## config.mk

```make
export PLATFORM = sky130hd
export DESIGN_NAME = uart_mode_ctrl
export DESIGN_NICKNAME = d
export VERILOG_FILES = /design/src/rtl/uart_mode_ctrl.sv
export SDC_FILE = /design/constraint.sdc
export NUM_CORES = 1
export LEC_CHECK = 0
export BUFFER_PORTS_ARGS = -buffer_cell sky130_fd_sc_hd__buf_2
export CORE_MARGIN = 2
export CORE_UTILIZATION = 58
export CTS_CLUSTER_SIZE = 25
export DETAILED_ROUTE_END_ITERATION = 8
export GPL_TIMING_DRIVEN = 1
export HOLD_SLACK_MARGIN = 0.1
export PLACE_DENSITY = 0.8
export SYNTH_ARGS = -nofsm -noshare
export SYNTH_HDL_FRONTEND = slang
export SYNTH_SLANG_ARGS = --single-unit
```

## constraint.sdc

```tcl
create_clock -name clk -period 2.7 [get_ports clk]
set_input_delay 0.405 -clock clk [delete_from_list [all_inputs] [get_ports clk]]
set_output_delay 0.405 -clock clk [all_outputs]
set_load 0.01 [all_outputs]
```

## src/rtl/uart_mode_ctrl.sv

```systemverilog
// Escape-sequence parser and mode sequencer between UART RX and the loopback FIFO.
// Define UART_MODE_ACK_EN to compile in the ACK state that sends ACK_BYTE after a mode change.
module uart_mode_ctrl #(
    parameter logic [3:0]  DEFAULT_MODE    = 4'd1,
    parameter int unsigned ESC_TIMEOUT_CYC = 500000,
    parameter int unsigned SETTLE_CYC      = 1024,
    parameter logic [7:0]  ACK_BYTE        = 8'hA5
) (
    input  logic       clk,
    input  logic       reset,
    input  logic [7:0] rx_data,
    input  logic       rx_valid,
    output logic [7:0] fwd_data,
    output logic       fwd_valid,
    input  logic       fifo_empty,
    input  logic       tx_ready,
    output logic       tx_grant_fifo,
    output logic [7:0] ack_data,
    output logic       ack_valid,
    output logic [3:0] mode,
    output logic       busy,
    output logic [7:0] drop_cnt
);

    localparam int unsigned TMO_W = $clog2(ESC_TIMEOUT_CYC + 1);
    localparam int unsigned SET_W = $clog2(SETTLE_CYC + 1);
    localparam logic [TMO_W-1:0] TMO_LAST = TMO_W'(ESC_TIMEOUT_CYC - 1);
    localparam logic [SET_W-1:0] SET_LAST = SET_W'(SETTLE_CYC - 1);

    typedef enum logic [2:0] {
        S_IDLE,
        S_ESC,
        S_DRAIN,
        S_APPLY,
        S_SETTLE,
        S_ACK
    } state_t;

    state_t           state_q;
    logic [3:0]       mode_q;
    logic [3:0]       new_mode_q;
    logic [7:0]       fwd_data_q;
    logic             fwd_valid_q;
    logic [7:0]       pend_q;
    logic             pend_valid_q;
    logic [TMO_W-1:0] tmo_cnt_q;
    logic [SET_W-1:0] settle_cnt_q;
    logic             grant_q;
    logic             busy_q;
    logic [7:0]       drop_cnt_q;
    logic             busy_state;
`ifdef UART_MODE_ACK_EN
    logic             ack_valid_q;
    logic [7:0]       ack_data_q;
`endif

    assign busy_state = (state_q != S_IDLE) && (state_q != S_ESC);

    always_ff @(posedge clk) begin
        if (reset) begin
            state_q      <= S_IDLE;
            mode_q       <= DEFAULT_MODE;
            new_mode_q   <= '0;
            fwd_data_q   <= '0;
            fwd_valid_q  <= 1'b0;
            pend_q       <= '0;
            pend_valid_q <= 1'b0;
            tmo_cnt_q    <= '0;
            settle_cnt_q <= '0;
            grant_q      <= 1'b1;
            busy_q       <= 1'b0;
            drop_cnt_q   <= '0;
`ifdef UART_MODE_ACK_EN
            ack_valid_q  <= 1'b0;
            ack_data_q   <= '0;
`endif
        end else begin
            fwd_valid_q <= 1'b0;
            busy_q      <= busy_state;

            if (pend_valid_q) begin
                fwd_valid_q  <= 1'b1;
                fwd_data_q   <= pend_q;
                pend_valid_q <= 1'b0;
            end

            case (state_q)
                S_IDLE: begin
                    if (rx_valid) begin
                        if (rx_data == 8'hFF) begin
                            state_q   <= S_ESC;
                            tmo_cnt_q <= '0;
                        end else if (pend_valid_q) begin
                            // Forward slot is taken by the pending byte; queue behind it.
                            pend_q       <= rx_data;
                            pend_valid_q <= 1'b1;
                        end else begin
                            fwd_valid_q <= 1'b1;
                            fwd_data_q  <= rx_data;
                        end
                    end
                end
                S_ESC: begin
                    if (rx_valid) begin
                        state_q <= S_IDLE;
                        if (rx_data == 8'hFF) begin
                            fwd_valid_q <= 1'b1;
                            fwd_data_q  <= 8'hFF;
                        end else if (rx_data[7:4] == 4'hF) begin
                            new_mode_q <= rx_data[3:0];
                            state_q    <= S_DRAIN;
                        end else begin
                            fwd_valid_q  <= 1'b1;
                            fwd_data_q   <= 8'hFF;
                            pend_q       <= rx_data;
                            pend_valid_q <= 1'b1;
                        end
                    end else if (tmo_cnt_q == TMO_LAST) begin
                        fwd_valid_q <= 1'b1;
                        fwd_data_q  <= 8'hFF;
                        state_q     <= S_IDLE;
                    end else begin
                        tmo_cnt_q <= tmo_cnt_q + TMO_W'(1);
                    end
                end
                S_DRAIN: begin
                    if (fifo_empty && tx_ready) begin
                        state_q <= S_APPLY;
                    end
                end
                S_APPLY: begin
                    mode_q       <= new_mode_q;
                    grant_q      <= 1'b0;
                    settle_cnt_q <= '0;
                    state_q      <= S_SETTLE;
                end
                S_SETTLE: begin
                    if (settle_cnt_q == SET_LAST) begin
`ifdef UART_MODE_ACK_EN
                        state_q     <= S_ACK;
                        ack_valid_q <= 1'b1;
                        ack_data_q  <= ACK_BYTE;
`else
                        state_q <= S_IDLE;
                        grant_q <= 1'b1;
`endif
                    end else begin
                        settle_cnt_q <= settle_cnt_q + SET_W'(1);
                    end
                end
`ifdef UART_MODE_ACK_EN
                S_ACK: begin
                    if (ack_valid_q && tx_ready) begin
                        state_q     <= S_IDLE;
                        ack_valid_q <= 1'b0;
                        ack_data_q  <= '0;
                        grant_q     <= 1'b1;
                    end
                end
`endif
                default: state_q <= S_IDLE;
            endcase

            if (rx_valid && busy_state && (drop_cnt_q != 8'hFF)) begin
                drop_cnt_q <= drop_cnt_q + 8'd1;
            end
        end
    end

    assign fwd_data      = fwd_data_q;
    assign fwd_valid     = fwd_valid_q;
    assign tx_grant_fifo = grant_q;
    assign mode          = mode_q;
    assign busy          = busy_q;
    assign drop_cnt      = drop_cnt_q;
`ifdef UART_MODE_ACK_EN
    assign ack_valid     = ack_valid_q;
    assign ack_data      = ack_data_q;
`else
    assign ack_valid     = 1'b0;
    assign ack_data      = ACK_BYTE & 8'h00;
`endif

endmodule

```

==> results of run 1 <==
cell type report:
cell class / instances / area, um^2 / share of cell area (%)
inverters: 9 / 33.8 / 0.854
multi-input cells: 325 / 1970 / 49.7
clock inverters: 4 / 47.5 / 1.20
well taps: 75 / 93.8 / 2.37
clock buffers: 11 / 151 / 3.83
flip-flops and latches: 69 / 1380 / 34.9
repair buffers: 49 / 280 / 7.08
worst max-delay path by stage:
stage / startpoint / end / cells past startpoint
2_1_floorplan: tmo_cnt_q[6] / tmo_cnt_q[13] / 6
3_3_place_gp: tmo_cnt_q[5] / tmo_cnt_q[3] / 5
3_5_place_dp: tmo_cnt_q[5] / tmo_cnt_q[3] / 5
4_1_cts: tmo_cnt_q[5] / tmo_cnt_q[3] / 5
5_1_grt: tmo_cnt_q[5] / tmo_cnt_q[9] / 5
6_report: tmo_cnt_q[5] / tmo_cnt_q[3] / 5
cells by family after synthesis:
family	synth area share, %
AOI/OAI and AO/OA	17.7
muxes	6.84
adders and majority gates	1.07
other	0.107
and+or+nand+nor	26.4
buffers and inverters	5.45
xor gates and xnor gates	2.99
DFF	39.3
synth_stat cells (2+ instances only):
library cell,number
a211oi_1,10
a21o_1,2
a21oi_1,34
a22oi_1,2
a311oi_1,2
a31o_2,2
a31oi_1,5
and3_1,5
and4_1,3
buf_1,4
buf_4,10
clkbuf_1,15
dfxtp_1,69
ha_1,3
inv_1,9
mux2i_1,24
nand2_1,47
nand3_1,35
nand3b_1,4
nand4_1,8
nand4b_1,3
nor2_1,35
nor2b_1,3
nor3_1,13
nor3b_1,3
nor4_1,7
nor4b_1,2
o211ai_1,2
o21a_1,3
o21ai_0,10
o21ai_1,3
o22ai_1,3
o31ai_1,2
o41ai_1,2
or3_1,4
or4_1,2
xnor2_1,11
metal layers:
metal  routed length, um  GRT usage [%]  vias to the layer above
li1                    -              -                     1614
met4                 151           10.0                        0
met1                3800           34.0                     1516
met3                 427           4.95                       12
met2                3900           44.4                       85
met5                   0              0                        -
power by group:
group          leakage (nW)  total, mW  internal (mW)  switching, mW
clock                 0.101      0.852          0.469          0.383
sequential            0.558       1.03           1.03        0.00446
combinational         0.828      0.106         0.0376         0.0688
worst max-delay path, stage by stage (launching register included):
cell	delay, ns
dfxtp_1	0.36
or4_1	0.58
or4_4	0.56
o211ai_2	0.53
o31ai_1	0.15
a31o_2	0.22
sequential cells by signal, indices dropped and copies added (netlist names):
name,flops
busy,1
drop_cnt,8
fwd_data,8
fwd_valid,1
mode,4
new_mode_q,4
pend_q,8
pend_valid_q,1
settle_cnt_q,11
state_q,3
tmo_cnt_q,19
tx_grant_fifo,1
==> results by group, run 1 <==
Finish
  • Fraction of layout cells with a size suffix above 1: 16.1%
  • Fillers: 507
  • Antenna Cells: 0
  • Commonest cells after routing, fill and taps aside: 69 x dfxtp_1, 47 x nand2_1, 35 x nand3_1, 35 x nor2_1, 35 x buf_2
  • Area growth, synth to finish: 12.7%
  • Nets@finish: 479
  • Final design area excluding fillers: 0.00396 mm^2
  • Fin cells: 542
  • Fin util: 67.2%
  • Commonest non-fill, non-tap cell in the layout: dfxtp_1

Worst setup path
  • FF-to-FF End: tmo_cnt_q[3]
  • Reg2Reg Depth: 5
  • Reg2reg start: tmo_cnt_q[5]
  • Critical Path Sink Type: flip-flop
  • R2r setup slk: 0.20 ns
  • Worst EP required: 2.94 ns
  • Endpoint arrival time on the critical path: 2.74 ns
  • Crit Path Max Fanout: 12
  • Startpoint types: flip-flop
  • Setup CP Type: flip-flop to flip-flop

Logic synthesis
  • Ys Warns: 0
  • Syn_area_per_cell: 8.26 um^2
  • Synthesized cell area: 0.00351 mm^2
  • Ranking of synthesized cells by area: dfxtp_1 39%, mux2i_1 6.8%, nand2_1 5.0%
  • Post-synth EDFFs: 0
  • Post-synthesis sequential area ratio: 39.3%
  • Async SR Flop Fraction: 0%
  • Synth Instances: 425
  • Main flop type after synthesis: dfxtp_1
  • Cell taking the most area after synthesis: dfxtp_1
  • Unique masters post-synth: 61
  • Number of synthesized register bits: 69
  • Top-area cell type share of the netlist area: 39.3%

Clock network
  • Cts repair resizes: 0
  • # hold bufs at CTS: 0
  • Clock buffer depth: 2
  • Clk sinks: 69
  • Post-CTS Setup Bufs: 0
  • CTS root buf: clkbuf_8
  • CTS tree: built
  • H-tree Lvls: 3
  • CTS Buf Count: 9
  • Clk_lat worst skew: 0.35 ns
  • CTS clk-pin slew, worst paths: 0.08 ns

GRT
  • Antenna violations before repair: 0
  • Total Routing Usage GR: 26.5%
  • Number of global-route vias before repair: 2973
  • First-pass GRT wire length: 13700 um
  • Grt total ovfl: 0
  • Pin count of the biggest net entering global routing: 47

Floorplanning
  • Rows: 28
  • Core area: 0.00589 mm^2
  • DIE HEIGHT: 81.8 um
  • Die width: 81.8 um
  • Die Area: 0.00669 mm^2
  • # IOs: 45
  • Initial core utilization: 59.7%

Timing
  • Max-slew violation count: 0
  • Final period util: 92.5%
  • Final setup fails: 0
  • Sum Neg Setup Slack: 0 ns
  • Rel. slew slack: 33.9%
  • PnR worst setup slack: 0.202 ns
  • Hold slack: 0.337 ns
  • Min Tclk post-route: 2.50 ns
  • Worst slew pin tran: 0.982 ns
  • RSZ-0062 raised after global routing: no
  • FMAX: 400 MHz
  • Worst Skew: 0.00644 ns
  • Final Hold Viols: 0

Outcome
  • Status: completed

Worst hold path
  • HP Start: rx_data[7]
  • Worst Hold Depth: 3
  • Hold/Removal Path Class: primary input to flip-flop
  • WHS Endpoint: pend_q[7]

Route
  • DRC viols: 0
  • Antenna Nets Post-Route: 0
  • Initial DRT Pass Iterations: 4
  • Drt wl/cell: 15.3 um
  • Routed Wire Length: 8270 um
  • Vias/cell: 5.95
  • Vias: 3227
  • Iteration-0 DRC Markers: 340

Placement
  • Worst slack at placement: 0.243 ns
  • GPL Wtd Cong: 0.920
  • DP Area: 0.00376 mm^2
  • Dpl cells: 527
  • DP Wirelength: 5650 um
  • Port bufs: 35

Flow run
  • Max_cap viols: 0

Power
  • Pwr Total: 1.99 mW
  • Leak: 1.49 nW
  • PD cells: 503 mW/mm^2
  • VDD IR max: 0.393 mV
No activity file was read; power rests on OpenSTA's default activity.
==> run 2, diff against run 1 <==
==> constraint.sdc (replaced) <==
create_clock -name clk -period 2.7 [get_ports clk]
set_input_delay 0.27 -clock clk [delete_from_list [all_inputs] [get_ports clk]]
set_output_delay 0.27 -clock clk [all_outputs]
set_load 0.01 [all_outputs]
==> run 2 against run 1 <==
Routed wire length fell by 1.8%; die area did not move; register-to-register slack barely moved; utilization rose by 0.17 points; non-clock buffer count fell by 2; worst setup slack barely moved; power rose by 4.4%; clock power rose by 11%; via count rose by 0.96%; first-iteration DRC count fell by 17%; cell count fell by 0.18%; final area rose by 0.25%; largest cell class unchanged; largest power group unchanged; highest routed layer unchanged.
==> results by group, run 2 (synthesis results as in run 1) <==
Clock network
  • CTS tree: built
  • Clock buffer depth: 2 (unchanged)
  • CTS root buf: clkbuf_8
  • Clk sinks: 69 (unchanged)
  • Clk_lat worst skew: 0.35 ns (about the same)
  • CTS Buf Count: 9 (unchanged)
  • # hold bufs at CTS: 0 (unchanged)
  • H-tree Lvls: 3 (unchanged)
  • Post-CTS Setup Bufs: 0 (unchanged)
  • CTS clk-pin slew, worst paths: 0.07 ns (about the same)
  • Cts repair resizes: 0 (unchanged)

Power
  • PD cells: 524 mW/mm^2 (+4.1%)
  • Leak: 1.49 nW (about the same)
  • VDD IR max: 0.422 mV (+7.2%)

Route
  • Antenna Nets Post-Route: 0 (unchanged)
  • WL met2: 3830 um (-1.7%)
  • Drt wl/cell: 15.0 um (-1.6%)
  • Met3 WL: 585 um (+37%)
  • Vias: 3258 (+0.96%)
  • M1 WL: 3600 um (-5.2%)
  • Iteration-0 DRC Markers: 282 (-17%)
  • Routed Wire Length: 8130 um (-1.8%)
  • Highest routed layer: met4
  • Vias/cell: 6.02 (+1.1%)
  • Initial DRT Pass Iterations: 8 (+4)
  • DRC viols: 0 (unchanged)

Timing
  • Worst slew pin tran: 1.02 ns (+0.0420 ns)
  • Rel. slew slack: 31.1% (-2.8 points)
  • Final period util: 92.5% (about the same)
  • PnR worst setup slack: 0.202 ns (+0.000257 ns)
  • Final Hold Viols: 0 (unchanged)
  • Final setup fails: 0 (unchanged)
  • RSZ-0062 raised after global routing: no
  • Max-slew violation count: 0 (unchanged)
  • Min Tclk post-route: 2.50 ns (-0.000257 ns)
  • FMAX: 400 MHz (about the same)
  • Worst Skew: 0.00423 ns (-0.00221 ns)
  • Sum Neg Setup Slack: 0 ns (unchanged)

Worst hold path
  • HP Start: rx_data[7]
  • Hold/Removal Path Class: primary input to flip-flop
  • WHS Endpoint: pend_q[7]
  • Worst Hold Depth: 3 (unchanged)

Worst setup path
  • Critical-path cell list: or4_1 -> or4_4 -> o211ai_2 -> nor4_1 -> a31o_2
  • Critical Path Sink Type: flip-flop
  • R2r setup slk: 0.20 ns (about the same)
  • Setup CP Type: flip-flop to flip-flop
  • Reg2reg start: tmo_cnt_q[5]
  • Reg2Reg Depth: 5 (unchanged)
  • Startpoint types: flip-flop
  • Crit Path Max Fanout: 12 (unchanged)
  • Endpoint arrival time on the critical path: 2.75 ns (about the same)
  • Worst EP required: 2.95 ns (about the same)
  • FF-to-FF End: tmo_cnt_q[9]
  • Slowest CP cell: or4_1
  • Critical Path Max Stage Delay: 0.58 ns (about the same)

Flow run
  • Max_cap viols: 0 (unchanged)

Floorplanning
  • # IOs: 45 (unchanged)
  • DIE HEIGHT: 81.8 um (unchanged)
  • Initial core utilization: 59.7% (unchanged)
  • Die Area: 0.00669 mm^2 (unchanged)
  • Die width: 81.8 um (unchanged)
  • Rows: 28 (unchanged)
  • Core area: 0.00589 mm^2 (unchanged)

Finish
  • Nets@finish: 477 (-0.42%)
  • Fin util: 67.4% (+0.17 points)
  • Largest register FFs: 19 (unchanged)
  • Commonest non-fill, non-tap cell in the layout: dfxtp_1
  • Fillers: 485 (-4.3%)
  • Largest Register: tmo_cnt_q
  • Final design area excluding fillers: 0.00397 mm^2 (+0.25%)
  • Fraction of layout cells with a size suffix above 1: 15.9% (-0.18 points)
  • Fin cells: 541 (-0.18%)
  • Area growth, synth to finish: 13.0%
  • Antenna Cells: 0 (unchanged)
  • Largest regs: tmo_cnt_q (19), settle_cnt_q (11)
  • Commonest cells after routing, fill and taps aside: 69 x dfxtp_1, 47 x nand2_1, 35 x nand3_1, 35 x nor2_1, 35 x buf_2

GRT
  • Number of global-route vias before repair: 2916 (-1.9%)
  • First-pass GRT wire length: 13300 um (-3.1%)
  • Pin count of the biggest net entering global routing: 47 (unchanged)
  • Antenna violations before repair: 0 (unchanged)
  • Grt total ovfl: 0 (unchanged)
  • Total Routing Usage GR: 25.7% (-0.81 points)

Placement
  • GPL Wtd Cong: 0.893 (-3.0%)
  • Dpl cells: 525 (-0.38%)
  • Worst slack at placement: 0.238 ns (-0.00449 ns)
  • Port bufs: 35 (unchanged)
  • DP Area: 0.00374 mm^2 (-0.40%)
  • DP Wirelength: 5510 um (-2.5%)

Outcome
  • Status: completed
## run 2: critical path: cells and delay by family, from the launching register on
kind | cells | cell delay, ns
DFF | 1 | 0.36
and+or+nand+nor | 3 | 1.28
AOI/OAI and AO/OA | 2 | 0.76
## run 2: layout make-up
class	count	area [um^2]	share of cell area [%]
repair buffers	47	265	6.69
multi-input cells	325	1970	49.6
well taps	75	93.8	2.37
inverters	9	33.8	0.852
clock inverters	6	86.3	2.18
flip-flops and latches	69	1380	34.8
clock buffers	10	138	3.47
## run 2: how the worst max path moves through the flow
| stage | cells past startpoint | to | from |
|---|---|---|---|
| finish | 5 | tmo_cnt_q[9] | tmo_cnt_q[5] |
| global route | 6 | settle_cnt_q[3] | state_q[2] |
| CTS | 5 | tmo_cnt_q[3] | tmo_cnt_q[6] |
| detailed placement | 5 | tmo_cnt_q[3] | tmo_cnt_q[6] |
| global placement | 5 | tmo_cnt_q[3] | tmo_cnt_q[5] |
| floorplan | 6 | tmo_cnt_q[13] | tmo_cnt_q[6] |
## run 2: metrics by stage
step	hold slack [ns]	power (mW)
2_1_floorplan	0.414	1.13
6_report	0.200	2.08
4_1_cts	0.191	2.09
5_1_grt	0.215	2.14
3_3_place_gp	0.446	1.16
3_5_place_dp	0.448	1.16
## run 2: routing by layer
layer,GRT usage [%],up-vias
li1,-,1617
met1,32.3,1494
met2,41.7,130
met3,7.58,17
met4,9.67,0
met5,0,-
## run 2: power breakdown
| part | leakage (nW) | switching, mW | internal [mW] |
|---|---|---|---|
| sequential | 0.558 | 0.00413 | 1.03 |
| combinational | 0.819 | 0.0690 | 0.0355 |
| clock | 0.112 | 0.399 | 0.543 |
| total | 1.49 | 0.472 | 1.60 |
